==> src/rtl/bcd_line_decoder_seq.sv <==
// bcd_line_decoder_seq
// Buffers active-low BCD codes from a valid/ready stream in a small FIFO.
// Each code is replayed as a timed active-low one-of-nine line pulse followed by a gap.
// Code 0 produces a timed slot with every line high. Codes 10..15 are dropped and flagged on err.
// Optional feature macro: BCD_ERR_CNT_EN adds a saturating count of dropped codes on err_cnt.
// Without the macro, err_cnt is tied to zero.
module bcd_line_decoder_seq #(
    parameter int PULSE_CYCLES = 4,
    parameter int GAP_CYCLES   = 2,
    parameter int FIFO_DEPTH   = 4
) (
    input  logic       clk,
    input  logic       rst,
    input  logic       in_valid,
    output logic       in_ready,
    input  logic [3:0] Zn,
    output logic [8:0] An,
    output logic       busy,
    output logic       err,
    output logic [7:0] err_cnt
);

    localparam int AW   = (FIFO_DEPTH > 1) ? $clog2(FIFO_DEPTH) : 1;
    localparam int NW   = $clog2(FIFO_DEPTH + 1);
    localparam int MAXC = (PULSE_CYCLES > GAP_CYCLES) ? PULSE_CYCLES : GAP_CYCLES;
    localparam int CW   = $clog2(MAXC) + 1;

    localparam logic [CW-1:0] PULSE_LOAD = CW'(PULSE_CYCLES - 1);
    localparam logic [CW-1:0] GAP_LOAD   = (GAP_CYCLES > 0) ? CW'(GAP_CYCLES - 1) : '0;
    localparam logic [NW-1:0] FULL_COUNT = NW'(FIFO_DEPTH);
    localparam logic [8:0]    ALL_HIGH   = 9'h1FF;

    typedef enum logic [1:0] {
        IDLE,
        DRIVE,
        GAP
    } state_t;

    logic [3:0]    fifo_mem [FIFO_DEPTH];
    logic [AW-1:0] wr_ptr;
    logic [AW-1:0] rd_ptr;
    logic [NW-1:0] count;

    state_t        state;
    state_t        state_next;
    logic [CW-1:0] timer;
    logic [CW-1:0] timer_next;
    logic [8:0]    an_q;
    logic [8:0]    an_next;
    logic          err_q;
    logic          err_next;

    logic          push;
    logic          pop;
    logic [3:0]    head_code;

    // Active-low line pattern for a code; codes outside 1..9 leave every line high.
    function automatic logic [8:0] line_for(input logic [3:0] code);
        logic [8:0] r;
        r = ALL_HIGH;
        for (int i = 0; i < 9; i++) begin
            if (code == 4'(i + 1)) begin
                r[i] = 1'b0;
            end
        end
        return r;
    endfunction

    // Readiness depends only on the registered count, so a pop cannot open room on the same edge.
    assign in_ready  = (count != FULL_COUNT);
    assign push      = in_valid && in_ready;
    assign pop       = (state == IDLE) && (count != '0);
    assign head_code = ~fifo_mem[rd_ptr];

    assign An   = an_q;
    assign err  = err_q;
    assign busy = (state != IDLE) || (count != '0);

    // Code storage; the contents need no reset because count gates every read.
    always_ff @(posedge clk) begin
        if (push) begin
            fifo_mem[wr_ptr] <= Zn;
        end
    end

    // FIFO pointers and occupancy; the pointers wrap naturally at the power-of-two depth.
    always_ff @(posedge clk or posedge rst) begin
        if (rst) begin
            wr_ptr <= '0;
            rd_ptr <= '0;
            count  <= '0;
        end else begin
            if (push) begin
                wr_ptr <= wr_ptr + AW'(1);
            end
            if (pop) begin
                rd_ptr <= rd_ptr + AW'(1);
            end
            case ({push, pop})
                2'b10:   count <= count + NW'(1);
                2'b01:   count <= count - NW'(1);
                default: count <= count;
            endcase
        end
    end

    // State, timer and registered outputs, so An and err never glitch.
    always_ff @(posedge clk or posedge rst) begin
        if (rst) begin
            state <= IDLE;
            timer <= '0;
            an_q  <= ALL_HIGH;
            err_q <= 1'b0;
        end else begin
            state <= state_next;
            timer <= timer_next;
            an_q  <= an_next;
            err_q <= err_next;
        end
    end

    // Next-state logic: pop in IDLE, hold the line pattern in DRIVE, keep all lines high in GAP.
    always_comb begin
        state_next = state;
        timer_next = timer;
        an_next    = an_q;
        err_next   = 1'b0;
        unique case (state)
            IDLE: begin
                an_next = ALL_HIGH;
                if (pop) begin
                    if (head_code <= 4'd9) begin
                        state_next = DRIVE;
                        timer_next = PULSE_LOAD;
                        an_next    = line_for(head_code);
                    end else begin
                        err_next = 1'b1;
                    end
                end
            end
            DRIVE: begin
                if (timer == '0) begin
                    an_next = ALL_HIGH;
                    if (GAP_CYCLES == 0) begin
                        state_next = IDLE;
                    end else begin
                        state_next = GAP;
                        timer_next = GAP_LOAD;
                    end
                end else begin
                    timer_next = timer - CW'(1);
                end
            end
            GAP: begin
                an_next = ALL_HIGH;
                if (timer == '0) begin
                    state_next = IDLE;
                end else begin
                    timer_next = timer - CW'(1);
                end
            end
            default: begin
                state_next = IDLE;
                an_next    = ALL_HIGH;
            end
        endcase
    end

`ifdef BCD_ERR_CNT_EN
    logic [7:0] err_cnt_q;

    // Saturating tally of dropped codes, cleared only by reset.
    always_ff @(posedge clk or posedge rst) begin
        if (rst) begin
            err_cnt_q <= 8'h00;
        end else if (err_q && (err_cnt_q != 8'hFF)) begin
            err_cnt_q <= err_cnt_q + 8'd1;
        end
    end

    assign err_cnt = err_cnt_q;
`else
    assign err_cnt = 8'h00;
`endif

endmodule

==> config.mk <==
export PLATFORM = sky130hd
export DESIGN_NAME = bcd_line_decoder_seq
export DESIGN_NICKNAME = d
export VERILOG_FILES = /design/src/rtl/bcd_line_decoder_seq.sv
export SDC_FILE = /design/constraint.sdc
export NUM_CORES = 1
export LEC_CHECK = 0
export CORE_MARGIN = 1.5
export CORE_UTILIZATION = 35
export DETAILED_ROUTE_END_ITERATION = 7
export PLACE_DENSITY_LB_ADDON = 0.05
export SYNTH_ARGS = -nofsm -noshare
export SYNTH_HDL_FRONTEND = slang
export SYNTH_SLANG_ARGS = --single-unit
==> constraint.sdc <==
create_clock -name clk -period 2.3 [get_ports clk]
set_input_delay 0.46 -clock clk [delete_from_list [all_inputs] [get_ports clk]]
set_output_delay 0.46 -clock clk [all_outputs]
set_load 0.05 [all_outputs]
==> results.cfg <==
[outcome]
status = completed

[routing]
drtAntennaViolNets = 0
dr.first_iter.drc_count = 58
avgViaCountPerCell = 4.835
num_vias = 1233
route.final.wire_length_mm = 3.515
avg_wl_per_cell_um = 13.78
drtPass1Iterations = 4
drt_drc_violations_left = 0

[global_route]
antenna_found_initial = 0
global_route.usage.total_pct = 13.58
grt_pass1_wl_mm = 6.237
vias_in_the_first_global_route = 1283
grt_max_degree = 23
global_route.overflow_total = 0

[timing]
grt_setup_unrepaired = false
count_of_final_setup_violators = 0
skew_ns = 0.006571
max_freq_ghz = 0.4606
finalHoldWorstSlack_ns = 0.5023
slew_viol_final = 0
timing.slew.headroom_pct = 66.81
final_period_minus_worst_setup_slack_ns = 2.171
timing_hold_violations_final = 0
final_worst_path_cycle_share_pct = 94.40
finalSetupTns_ns = 0
max_slew.worst_pin.slew_ns = 0.4963

[setup_path]
worst_setup_path_start_kind = register
setup.worst_path.class = register to output port
arrival_ns = 1.71
type_of_destination_of_the_critical_path = output port
cp_data_required_time_ns = 1.84
critPathMaxFanout = 6

[cts]
holdBufCountCts = 0
tritoncts.num_buffers = 5
tritoncts_clock_tree = yes
htree_levels = 2
clock-sinks = 38
ctsLongestPathBuffers = 2
clkLatencyLatePin_ns = 0.29
postCtsSetupRepairBufs = 0
ctsResizeCount = 0
cts-root-buf = sky130_fd_sc_hd__clkbuf_8
path_clk_slew_ns = 0.07

[logic_synthesis]
yosysWarningCount = 0
synth_area_leaders = sky130_fd_sc_hd__edfxtp_1 (25%), sky130_fd_sc_hd__dfrtp_1 (17%), sky130_fd_sc_hd__dfstp_2 (12%), sky130_fd_sc_hd__ha_1 (7.8%), sky130_fd_sc_hd__mux4_2 (4.7%)
synth_enable_flop_cells = 16
syn-mean-instance-area_um2 = 12.23
post-synth-top-area-cell = sky130_fd_sc_hd__edfxtp_1
async_flop_share_pct = 57.89
yosys.area.top_type_share_pct = 25.02
synth_seq_area_share_pct = 54.27
mappedNetlistArea_um2 = 1921
gate_count_post_synth = 157
dominantRegCellSynth = sky130_fd_sc_hd__edfxtp_1
yosysMostFrequentCell = sky130_fd_sc_hd__edfxtp_1
post_synthesis_sequential_element_count = 38
synth.cells.most_frequent = sky130_fd_sc_hd__edfxtp_1 (16), sky130_fd_sc_hd__inv_1 (15), sky130_fd_sc_hd__dfrtp_1 (13)
netlist-cell-type-count = 38

[power_and_ir_drop]
total_leakage_power_nw = 0.9417
pwr_density_cell_nw_per_um2 = 1433
totalPowerFinal_mw = 3.260
power.ir.vdd_worst_mv = 0.6040

[cells_and_area]
instances_no_fill = 255
postLayoutCellArea_um2 = 2275
layout-area-overhead-vs-synth_pct = 18.44
antenna-diode-count = 0
fillers = 502
layout-drive-gt1-share_pct = 16.22
fin_nets = 204

[die]
chipWidth_um = 77.08
num_rows = 26
die_area_um2 = 5941
ioPinCount = 27
initial_core_util_pct = 36.90
die_h_um = 77.08
placeableCoreArea_um2 = 5205

[placed_design]
placedCellCount = 247
postPlaceCellArea_um2 = 2180
hpwl_mm = 2.629
io_buffers = 18
gp_congestion = 0.8169

[min_path]
worst_hold_path_type = register to register

[flow_run]
drv.max_cap_violation_count = 0
==> critical path: stages (launching register included) <==
cell,delay [ns]
sky130_fd_sc_hd__dfrtp_1,0.41
sky130_fd_sc_hd__inv_1,0.10
sky130_fd_sc_hd__nand3_2,0.11
sky130_fd_sc_hd__clkdlybuf4s50_1,0.81
==> where the power goes <==
part / leakage [nW] / internal (mW) / switching, mW / total (mW)
registers: 0.398 / 0.952 / 0.158 / 1.11
clock network: 0.0472 / 0.241 / 0.237 / 0.478
logic: 0.497 / 0.680 / 0.993 / 1.67
total: 0.942 / 1.87 / 1.39 / 3.26
==> cell type report <==
type | count | area [um^2] | share of cell area, %
Inverter | 15 | 56.30 | 2.475
Multi-Input combinational cell | 101 | 778.2 | 34.21
Timing Repair Buffer | 23 | 215.2 | 9.461
Tap cell | 70 | 87.58 | 3.850
Clock buffer | 6 | 82.58 | 3.630
Clock inverter | 2 | 12.51 | 0.5501
Sequential cell | 38 | 1042 | 45.82
==> cell usage in the layout, fill, tap and decap left out, drive strengths merged, types with 8 or more instances in the layout <==
master and n:
edfxtp 16, ha 12, nand2 9, dfstp 9
conb 8, inv 15, nor2 11, dfrtp 13
clkdlybuf4s50 17
==> flip-flops by register name, summed over array words and instances (netlist names) <==
signal and cells:
timer 3, count 3, state 2, wr_ptr 2
fifo_mem 16, An 9, rd_ptr 2, err 1
==> final timing paths <==
path                            startpoint        end  slack (ns)  depth (start not counted)
worst max-delay path              count[0]   in_ready        0.13                          3
max in group asynchronous              rst      An[7]        1.50                          3
worst min register to register       An[7]      An[7]        0.50                          2
worst min-delay path                 An[7]      An[7]        0.50                          2
worst max register to register    state[0]   count[2]        0.18                         10
min in group asynchronous              rst  rd_ptr[0]        0.51                          3
==> stage by stage <==
| step | worst slack, ns | util, % |
|---|---|---|
| after floorplan | 0.1087 | - |
| after global placement | 0.1199 | 41.88 |
| after detailed placement | 0.06341 | 41.88 |
| after CTS | 0.09311 | 43.70 |
| after global routing | 0.01072 | 43.70 |
| final | 0.1288 | 43.70 |
==> metal layers <==
| metal | part of all wire [%] | wire (um) | GRT usage (%) | vias up |
|---|---|---|---|---|
| met4 | 1.3 | 44 | 4.909 | 0 |
| met3 | 3.8 | 135 | 3.690 | 5 |
| li1 | - | - | - | 596 |
| met2 | 50 | 1740 | 21.95 | 28 |
| met1 | 45 | 1594 | 17.47 | 604 |
| met5 | 0 | 0 | 0 | - |
==> kinds of logic (layout without fill, tap and decap cells) <==
| group | Yosys count | after routing | synth area share (%) |
|---|---|---|---|
| other cells | 1 | 8 | 0.1953 |
| compound gates | 24 | 24 | 8.860 |
| buf+inv | 25 | 46 | 6.840 |
| flops | 38 | 38 | 54.27 |
| mux | 7 | 7 | 6.450 |
| simple gates | 43 | 43 | 11.79 |
| xor+xnor | 6 | 6 | 2.736 |
| fa+ha+maj | 13 | 13 | 8.860 |
Note: power is estimated with default switching activity, not from simulation.
